File: src/rtl/lsu_mem_ctrl_pkg.sv
// ============================================================================
// Module      : lsu_pkg
// Description : Shared funct3 codes, FSM state type and byte-mask helper for
//               the load/store unit.
// Revision    : 1.0 - initial release
// ============================================================================
`default_nettype none

package lsu_pkg;

    localparam logic [2:0] LB  = 3'b000;
    localparam logic [2:0] LH  = 3'b001;
    localparam logic [2:0] LW  = 3'b010;
    localparam logic [2:0] LD  = 3'b011;
    localparam logic [2:0] LBU = 3'b100;
    localparam logic [2:0] LHU = 3'b101;
    localparam logic [2:0] LWU = 3'b110;
    localparam logic [2:0] SB  = 3'b000;
    localparam logic [2:0] SH  = 3'b001;
    localparam logic [2:0] SW  = 3'b010;
    localparam logic [2:0] SD  = 3'b011;

    typedef enum logic [1:0] {
        ST_IDLE = 2'd0,
        ST_REQ  = 2'd1,
        ST_WAIT = 2'd2,
        ST_RESP = 2'd3
    } lsu_state_e;

    // Byte-lane mask for an access of 2**size bytes, anchored at lane 0.
    function automatic logic [7:0] size_mask(input logic [1:0] size);
        case (size)
            2'd0:    return 8'h01;
            2'd1:    return 8'h03;
            2'd2:    return 8'h0F;
            default: return 8'hFF;
        endcase
    endfunction

endpackage

`default_nettype wire

File: src/rtl/lsu_mem_ctrl_if.sv
// ============================================================================
// Module      : lsu_mem_ctrl_if
// Description : EXU request, WBU result and memory port bundle of the LSU.
// Revision    : 1.0 - initial release
// ============================================================================
`default_nettype none

interface lsu_mem_ctrl_if #(
    parameter int DATA_W = 32
);
    localparam int STRB_W = DATA_W / 8;

    logic              in_valid;
    logic              in_ready;
    logic              in_we;
    logic [2:0]        in_funct3;
    logic [DATA_W-1:0] in_addr;
    logic [DATA_W-1:0] in_wdata;

    logic              out_valid;
    logic              out_ready;
    logic [DATA_W-1:0] out_rdata;
    logic              out_err;

    logic              mem_req_valid;
    logic              mem_req_ready;
    logic              mem_req_we;
    logic [DATA_W-1:0] mem_req_addr;
    logic [DATA_W-1:0] mem_req_wdata;
    logic [STRB_W-1:0] mem_req_wstrb;
    logic              mem_rsp_valid;
    logic [DATA_W-1:0] mem_rsp_rdata;
    logic              mem_rsp_err;

    // LSU view
    modport slave (
        input  in_valid, in_we, in_funct3, in_addr, in_wdata,
        output in_ready,
        output out_valid, out_rdata, out_err,
        input  out_ready,
        output mem_req_valid, mem_req_we, mem_req_addr, mem_req_wdata, mem_req_wstrb,
        input  mem_req_ready, mem_rsp_valid, mem_rsp_rdata, mem_rsp_err
    );

    // Environment view (EXU + WBU + memory)
    modport master (
        output in_valid, in_we, in_funct3, in_addr, in_wdata,
        input  in_ready,
        input  out_valid, out_rdata, out_err,
        output out_ready,
        input  mem_req_valid, mem_req_we, mem_req_addr, mem_req_wdata, mem_req_wstrb,
        output mem_req_ready, mem_rsp_valid, mem_rsp_rdata, mem_rsp_err
    );

endinterface

`default_nettype wire

File: src/rtl/lsu_mem_ctrl_lane_align.sv
// ============================================================================
// Module      : lsu_lane_align
// Description : Combinational byte-lane steering: store strobe/data shift and
//               load data extract with sign/zero extension.
// Revision    : 1.0 - initial release
// ============================================================================
`default_nettype none

module lsu_lane_align
    import lsu_pkg::*;
#(
    parameter int DATA_W = 32
) (
    input  logic [2:0]                      i_funct3,
    input  logic [$clog2(DATA_W/8)-1:0]     i_off,
    input  logic [DATA_W-1:0]               i_wdata,
    input  logic [DATA_W-1:0]               i_rdata,
    output logic [DATA_W/8-1:0]             o_wstrb,
    output logic [DATA_W-1:0]               o_wdata,
    output logic [DATA_W-1:0]               o_rdata
);

    localparam int STRB_W = DATA_W / 8;
    localparam int OFF_W  = $clog2(STRB_W);

    logic [OFF_W+2:0]  w_bit_sh;
    logic [STRB_W-1:0] w_mask;
    logic [DATA_W-1:0] w_raw_sh;

    assign w_bit_sh = {i_off, 3'b000};
    assign w_mask   = STRB_W'(size_mask(i_funct3[1:0]));
    assign o_wstrb  = w_mask << i_off;
    assign o_wdata  = i_wdata << w_bit_sh;
    assign w_raw_sh = i_rdata >> w_bit_sh;

    always_comb begin
        o_rdata = w_raw_sh;
        case (i_funct3)
            LB:      o_rdata = DATA_W'($signed(w_raw_sh[7:0]));
            LH:      o_rdata = DATA_W'($signed(w_raw_sh[15:0]));
            LW:      o_rdata = DATA_W'($signed(w_raw_sh[31:0]));
            LBU:     o_rdata = DATA_W'(w_raw_sh[7:0]);
            LHU:     o_rdata = DATA_W'(w_raw_sh[15:0]);
            LWU:     o_rdata = DATA_W'(w_raw_sh[31:0]);
            default: o_rdata = w_raw_sh;
        endcase
    end

endmodule

`default_nettype wire

File: src/rtl/lsu_mem_ctrl.sv
// ============================================================================
// Module      : lsu_mem_ctrl
// Description : Handshaked load/store unit: one aligned, byte-strobed memory
//               request per EXU transaction, extended result back to WBU.
// Revision    : 1.0 - initial release
// ============================================================================
`default_nettype none

module lsu_mem_ctrl
    import lsu_pkg::*;
#(
    parameter int DATA_W = 32
) (
    input  logic           clk,
    input  logic           rst,
    lsu_mem_ctrl_if.slave  bus
);

    localparam int STRB_W = DATA_W / 8;
    localparam int OFF_W  = $clog2(STRB_W);

    lsu_state_e        state_q, state_d;
    logic              in_ready_q, in_ready_d;
    logic              out_valid_q, out_valid_d;
    logic              out_err_q, out_err_d;
    logic [DATA_W-1:0] out_rdata_q, out_rdata_d;
    logic              mem_req_valid_q, mem_req_valid_d;
    logic              we_q, we_d;
    logic [2:0]        funct3_q, funct3_d;
    logic [DATA_W-1:0] addr_q, addr_d;
    logic [DATA_W-1:0] wdata_q, wdata_d;

    logic [STRB_W-1:0] w_wstrb;
    logic [DATA_W-1:0] w_wdata_sh;
    logic [DATA_W-1:0] w_rdata_ext;
    logic [2:0]        w_align_lo;
    logic              w_misalign;
    logic              w_illegal;

    lsu_lane_align #(.DATA_W(DATA_W)) u_lane_align (
        .i_funct3 (funct3_q),
        .i_off    (addr_q[OFF_W-1:0]),
        .i_wdata  (wdata_q),
        .i_rdata  (bus.mem_rsp_rdata),
        .o_wstrb  (w_wstrb),
        .o_wdata  (w_wdata_sh),
        .o_rdata  (w_rdata_ext)
    );

    // Required zero offset bits for a 2**size access: 0, 1, 3, 7.
    always_comb begin
        case (bus.in_funct3[1:0])
            2'd0:    w_align_lo = 3'd0;
            2'd1:    w_align_lo = 3'd1;
            2'd2:    w_align_lo = 3'd3;
            default: w_align_lo = 3'd7;
        endcase
        w_misalign = |(bus.in_addr[OFF_W-1:0] & OFF_W'(w_align_lo));
        w_illegal  = (bus.in_funct3 == 3'b111)
                   | (bus.in_we & bus.in_funct3[2])
                   | ((DATA_W == 32) && (bus.in_funct3[1:0] == 2'b11));
    end

    always_comb begin
        state_d         = state_q;
        in_ready_d      = in_ready_q;
        out_valid_d     = out_valid_q;
        out_err_d       = out_err_q;
        out_rdata_d     = out_rdata_q;
        mem_req_valid_d = mem_req_valid_q;
        we_d            = we_q;
        funct3_d        = funct3_q;
        addr_d          = addr_q;
        wdata_d         = wdata_q;

        case (state_q)
            ST_IDLE: begin
                if (bus.in_valid) begin
                    we_d       = bus.in_we;
                    funct3_d   = bus.in_funct3;
                    addr_d     = bus.in_addr;
                    wdata_d    = bus.in_wdata;
                    in_ready_d = 1'b0;
                    if (w_misalign || w_illegal) begin
                        state_d     = ST_RESP;
                        out_valid_d = 1'b1;
                        out_err_d   = 1'b1;
                        out_rdata_d = '0;
                    end else begin
                        state_d         = ST_REQ;
                        mem_req_valid_d = 1'b1;
                    end
                end
            end
            ST_REQ: begin
                if (bus.mem_req_ready) begin
                    mem_req_valid_d = 1'b0;
                    // A response may arrive in the very handshake cycle.
                    if (bus.mem_rsp_valid) begin
                        state_d     = ST_RESP;
                        out_valid_d = 1'b1;
                        out_err_d   = bus.mem_rsp_err;
                        out_rdata_d = we_q ? '0 : w_rdata_ext;
                    end else begin
                        state_d = ST_WAIT;
                    end
                end
            end
            ST_WAIT: begin
                if (bus.mem_rsp_valid) begin
                    state_d     = ST_RESP;
                    out_valid_d = 1'b1;
                    out_err_d   = bus.mem_rsp_err;
                    out_rdata_d = we_q ? '0 : w_rdata_ext;
                end
            end
            ST_RESP: begin
                if (bus.out_ready) begin
                    state_d     = ST_IDLE;
                    out_valid_d = 1'b0;
                    in_ready_d  = 1'b1;
                end
            end
            default: begin
                state_d = ST_IDLE;
            end
        endcase
    end

    always_ff @(posedge clk) begin
        if (rst) begin
            state_q         <= ST_IDLE;
            in_ready_q      <= 1'b1;
            out_valid_q     <= 1'b0;
            out_err_q       <= 1'b0;
            out_rdata_q     <= '0;
            mem_req_valid_q <= 1'b0;
            we_q            <= 1'b0;
            funct3_q        <= 3'b000;
            addr_q          <= '0;
            wdata_q         <= '0;
        end else begin
            state_q         <= state_d;
            in_ready_q      <= in_ready_d;
            out_valid_q     <= out_valid_d;
            out_err_q       <= out_err_d;
            out_rdata_q     <= out_rdata_d;
            mem_req_valid_q <= mem_req_valid_d;
            we_q            <= we_d;
            funct3_q        <= funct3_d;
            addr_q          <= addr_d;
            wdata_q         <= wdata_d;
        end
    end

    assign bus.in_ready      = in_ready_q;
    assign bus.out_valid     = out_valid_q;
    assign bus.out_err       = out_err_q;
    assign bus.out_rdata     = out_rdata_q;
    assign bus.mem_req_valid = mem_req_valid_q;
    assign bus.mem_req_we    = mem_req_valid_q & we_q;
    assign bus.mem_req_addr  = {addr_q[DATA_W-1:OFF_W], {OFF_W{1'b0}}};
    assign bus.mem_req_wdata = w_wdata_sh;
    assign bus.mem_req_wstrb = (mem_req_valid_q & we_q) ? w_wstrb : '0;

endmodule

`default_nettype wire

File: src/flat_wrapper.sv
// flat-port wrapper written by rule: the top's interface ports become plain ports
module lsu_mem_ctrl_flat import lsu_pkg::*;
#(
    parameter int DATA_W = 32
)
  (clk, rst, bus_in_valid, bus_in_we, bus_in_funct3, bus_in_addr, bus_in_wdata, bus_in_ready, bus_out_valid, bus_out_rdata, bus_out_err, bus_out_ready, bus_mem_req_valid, bus_mem_req_we, bus_mem_req_addr, bus_mem_req_wdata, bus_mem_req_wstrb, bus_mem_req_ready, bus_mem_rsp_valid, bus_mem_rsp_rdata, bus_mem_rsp_err);
  lsu_mem_ctrl_if #(.DATA_W(DATA_W)) bus_i ();
  input  logic clk;
  input  logic rst;
  input wire logic [$bits(bus_i.in_valid)-1:0] bus_in_valid;
  input wire logic [$bits(bus_i.in_we)-1:0] bus_in_we;
  input wire logic [$bits(bus_i.in_funct3)-1:0] bus_in_funct3;
  input wire logic [$bits(bus_i.in_addr)-1:0] bus_in_addr;
  input wire logic [$bits(bus_i.in_wdata)-1:0] bus_in_wdata;
  output wire logic [$bits(bus_i.in_ready)-1:0] bus_in_ready;
  output wire logic [$bits(bus_i.out_valid)-1:0] bus_out_valid;
  output wire logic [$bits(bus_i.out_rdata)-1:0] bus_out_rdata;
  output wire logic [$bits(bus_i.out_err)-1:0] bus_out_err;
  input wire logic [$bits(bus_i.out_ready)-1:0] bus_out_ready;
  output wire logic [$bits(bus_i.mem_req_valid)-1:0] bus_mem_req_valid;
  output wire logic [$bits(bus_i.mem_req_we)-1:0] bus_mem_req_we;
  output wire logic [$bits(bus_i.mem_req_addr)-1:0] bus_mem_req_addr;
  output wire logic [$bits(bus_i.mem_req_wdata)-1:0] bus_mem_req_wdata;
  output wire logic [$bits(bus_i.mem_req_wstrb)-1:0] bus_mem_req_wstrb;
  input wire logic [$bits(bus_i.mem_req_ready)-1:0] bus_mem_req_ready;
  input wire logic [$bits(bus_i.mem_rsp_valid)-1:0] bus_mem_rsp_valid;
  input wire logic [$bits(bus_i.mem_rsp_rdata)-1:0] bus_mem_rsp_rdata;
  input wire logic [$bits(bus_i.mem_rsp_err)-1:0] bus_mem_rsp_err;
  assign bus_i.in_valid = bus_in_valid;
  assign bus_i.in_we = bus_in_we;
  assign bus_i.in_funct3 = bus_in_funct3;
  assign bus_i.in_addr = bus_in_addr;
  assign bus_i.in_wdata = bus_in_wdata;
  assign bus_in_ready = bus_i.in_ready;
  assign bus_out_valid = bus_i.out_valid;
  assign bus_out_rdata = bus_i.out_rdata;
  assign bus_out_err = bus_i.out_err;
  assign bus_i.out_ready = bus_out_ready;
  assign bus_mem_req_valid = bus_i.mem_req_valid;
  assign bus_mem_req_we = bus_i.mem_req_we;
  assign bus_mem_req_addr = bus_i.mem_req_addr;
  assign bus_mem_req_wdata = bus_i.mem_req_wdata;
  assign bus_mem_req_wstrb = bus_i.mem_req_wstrb;
  assign bus_i.mem_req_ready = bus_mem_req_ready;
  assign bus_i.mem_rsp_valid = bus_mem_rsp_valid;
  assign bus_i.mem_rsp_rdata = bus_mem_rsp_rdata;
  assign bus_i.mem_rsp_err = bus_mem_rsp_err;
  lsu_mem_ctrl #(.DATA_W(DATA_W)) u_core (.clk(clk), .rst(rst), .bus(bus_i));
endmodule
File: config.mk
export PLATFORM = sky130hd
export DESIGN_NAME = lsu_mem_ctrl_flat
export DESIGN_NICKNAME = d
export VERILOG_FILES = /design/src/rtl/lsu_mem_ctrl_pkg.sv /design/src/rtl/lsu_mem_ctrl_if.sv /design/src/rtl/lsu_mem_ctrl_lane_align.sv /design/src/rtl/lsu_mem_ctrl.sv /design/src/flat_wrapper.sv
export SDC_FILE = /design/constraint.sdc
export NUM_CORES = 1
export LEC_CHECK = 0
export BUFFER_PORTS_ARGS = -buffer_cell sky130_fd_sc_hd__clkbuf_2
export CELL_PAD_IN_SITES_DETAIL_PLACEMENT = 1
export CELL_PAD_IN_SITES_GLOBAL_PLACEMENT = 1
export CORE_ASPECT_RATIO = 1.75
export CORE_UTILIZATION = 37
export DETAILED_ROUTE_END_ITERATION = 6
export PLACE_DENSITY_LB_ADDON = 0.15
export SYNTH_ARGS = -nofsm -noshare
export SYNTH_HDL_FRONTEND = slang
export SYNTH_SLANG_ARGS = --single-unit
File: constraint.sdc
create_clock -name clk -period 3.6 [get_ports clk]
set_input_delay 0.72 -clock clk [delete_from_list [all_inputs] [get_ports clk]]
set_output_delay 0.72 -clock clk [all_outputs]
set_load 0.05 [all_outputs]
==> flow_summary.json <==
{
  "fmax_mhz": 355,
  "synth_top_cell_area_share_pct": 40.9,
  "gp_congestion": 0.878,
  "seq_area_frac_synth_pct": 40.9,
  "cts_tree": "done",
  "endpoint_kind": "output port",
  "power.share.switching_pct": 47.5,
  "cp.required_ns": 2.88,
  "crit_fanout": 41,
  "internal_power_mw": 2.47,
  "die_w_microns": 91.5,
  "cts_root_buffer": "clkbuf_16",
  "hold_buffers": 0,
  "ff2ff_path_depth": 6,
  "clkTransAtPathRegs_ns": 0.07,
  "drive_above_1_share_pct": 31.1,
  "finClkSkew_ns": 0.0116,
  "path_buf_inv": 2,
  "path_cells": "buf_4 -> a211oi_1 -> clkbuf_2",
  "clk_path_buf_depth": 2,
  "slew_headroom_pct": 33.4,
  "p_comb_share_pct": 46.6,
  "rrSetupSlack_ns": 1.12,
  "port_buffers": 209,
  "postRouteWirelength_microns": 17200,
  "nets": 916,
  "p_seq_share_pct": 32.7,
  "worst_slack_ns": 0.786,
  "ys_ff_latch": 106,
  "vias": 5102,
  "power_density_mw_per_mm2": 737,
  "antenna_cells": 0,
  "final_core_util_pct": 47.2,
  "initial_core_util_pct": 38.3,
  "cts.htree.levels": 3,
  "grt_max_degree": 48,
  "syn_inst": 654,
  "overflow": 0,
  "die_h_microns": 159,
  "switchingPower_mw": 2.24,
  "rr_startpoint": "u_core.addr_q[1]",
  "drc": 0,
  "area_growth_pct": 23.1,
  "timing.hold.ws_ns": 0.458,
  "peakVddDrop_mv": 0.297,
  "netlist_top_cells_area": "dfxtp_1, nand2_1, a21oi_1",
  "cp-start-kind": "flip-flop",
  "cts_resized": 0,
  "max-cap-violations": 0,
  "hold_path_depth": 2,
  "cts_setup_buffers": 0,
  "io_pins": 212,
  "worst_slew_pin_slew_ns": 0.992,
  "preCtsSetupSlack_ns": 0.839,
  "min-delay-start": "u_core.wdata_q[29]",
  "fillers": 1701,
  "antenna_found_initial": 0,
  "slew_viol_final": 0,
  "hold_path.class": "reg -> reg",
  "dp_hpwl_microns": 13300,
  "grt_pass1_vias": 5271,
  "syn_avg_cell_area_sq_um": 7.93,
  "arrival_ns": 2.09,
  "finalCritPeriodShare_pct": 78.2,
  "syn_area_sq_mm": 0.00518,
  "track_usage_pct": 23.5,
  "rows": 56,
  "grt_pass1_wl_microns": 26400,
  "die_area_sq_mm": 0.0145,
  "fin_setup_tns_ns": 0,
  "ys_warn_count": 0,
  "worstSkewPairLatency_ns": 0.35,
  "p_leak_nw": 2.82,
  "status": "finished clean",
  "critPathSlowestCell": "dfxtp_2",
  "clkSinkCount": 106,
  "cp_top_family": "flip-flops",
  "max_stage_delay_ns": 0.91,
  "core-area_sq_mm": 0.0135,
  "hold_end": "u_core.wdata_q[29]",
  "setup-violations-final": 0,
  "yosys.cell_types.count": 43,
  "p_clk_share_pct": 20.7,
  "crit_type": "reg -> out",
  "period_minus_slack_ns": 2.81,
  "detail_route.wl_per_cell_microns": 17.5,
  "hold_viol": 0,
  "ant_nets": 0,
  "cts_buffers": 9,
  "viasPerCell": 5.19,
  "rsz0062_at_grt": "false",
  "synth_top_area_cell": "dfxtp_1",
  "drtPass1Iterations": 4,
  "initialDrtViolationCount": 188,
  "regToRegEndpoint": "u_core.bus.out_rdata[18]"
}
[per-layer routing]
metal  global-route usage (%)  part of all wire, %
met1                     22.2                   36
met5                        0                    0
met3                     4.92                  4.8
met4                     11.7                  4.0
met2                     47.0                   56
[synth_stat cells, drive strengths merged]
master   count
nand2      155
a21oi      106
dfxtp      106
buf         55
nor2        33
clkbuf      26
mux2i       26
nor2b       22
o21ai       18
o2bb2ai     16
a211oi      12
and2         9
mux2         8
nor3         8
a211o        7
a22o         7
a32oi        7
ha           5
inv          5
nand2b       3
a22oi        2
a2bb2oi      2
nor3b        2
a2111o       1
a221oi       1
a311oi       1
a31oi        1
and3         1
and4b        1
conb         1
mux4         1
nand3        1
nand3b       1
o21bai       1
o22ai        1
o31a         1
or2          1
[layout make-up]
class / count / area [sq um] / share of cell area, %
multi-input cells: 463 / 2600 / 40.7
clock inverters: 6 / 47.5 / 0.745
well taps: 174 / 218 / 3.41
repair buffers: 219 / 1140 / 17.8
clock buffers: 10 / 239 / 3.74
flip-flops and latches: 106 / 2120 / 33.3
inverters: 5 / 18.8 / 0.294
[how the worst max path moves through the flow]
stage,from,endpoint,slack [ns],cells after the start
after floorplan,u_core.addr_q[1],bus_mem_req_wstrb[2],0.56,6
after detailed placement,bus_in_funct3[0],u_core.bus.out_rdata[14],0.84,6
after global routing,u_core.addr_q[1],bus_mem_req_wstrb[2],0.65,3
final,u_core.addr_q[1],bus_mem_req_wstrb[2],0.79,3
after CTS,u_core.addr_q[1],bus_mem_req_wstrb[2],0.78,3
after global placement,bus_in_funct3[0],u_core.bus.out_rdata[9],0.91,6
[worst reg2reg max path: cells and delay by family (launching register included)]
family / cells / cell delay [ns]
AOI/OAI and AO/OA: 3 / 0.92
buffers and inverters: 1 / 0.21
DFF: 1 / 0.91
and+or+nand+nor: 2 / 0.32
[per-stage QoR]
stage / std cells / total power, mW / cell area, sq um
after floorplan: 655 / 3.25 / 5190
after detailed placement: 967 / 3.78 / 6100
after global placement: 967 / 3.71 / 6100
final: 983 / 4.70 / 6380
after CTS: 983 / 4.75 / 6380
after global routing: 983 / 4.97 / 6380
[power by group through the flow]
| stage | clock network (mW) | registers, mW | logic [mW] |
|---|---|---|---|
| after detailed placement | 0 | 1.57 | 2.21 |
| final | 0.975 | 1.54 | 2.19 |
| after floorplan | 0 | 1.70 | 1.54 |
| after global routing | 1.05 | 1.57 | 2.36 |
| after CTS | 0.996 | 1.54 | 2.21 |
| after global placement | 0 | 1.56 | 2.15 |
[flip-flops by register name, indices dropped and copies added (netlist names), 2 cells and up]
name / count
u_core.bus.out_rdata: 32
u_core.addr_q: 32
u_core.funct3_q: 3
u_core.wdata_q: 32
u_core.state_q: 2
[layout by cell type (no fill, tap or decap), drive strengths merged, types with 5 or more instances in the layout]
| cell | n |
|---|---|
| buf | 11 |
| dfxtp | 106 |
| mux2 | 8 |
| a32oi | 7 |
| nor3 | 8 |
| nand2 | 155 |
| nor2 | 33 |
| o2bb2ai | 16 |
| ha | 5 |
| a21oi | 106 |
| inv | 9 |
| a211oi | 12 |
| clkbuf | 218 |
| a211o | 7 |
| nor2b | 22 |
| a22o | 7 |
| and2 | 9 |
| mux2i | 26 |
| o21ai | 18 |
[cells by family (layout without fill, tap and decap cells)]
logic type | count (synthesis) | count (layout) | synth area share (%)
and+or+nand+nor | 237 | 237 | 19.6
AOI/OAI and AO/OA | 184 | 184 | 21.8
DFF | 106 | 106 | 40.9
buffers and inverters | 86 | 240 | 9.19
muxes | 35 | 35 | 7.19
adders and majority gates | 5 | 5 | 1.21
other | 1 | 2 | 0.0723
No activity file was read; power rests on OpenSTA's default activity.
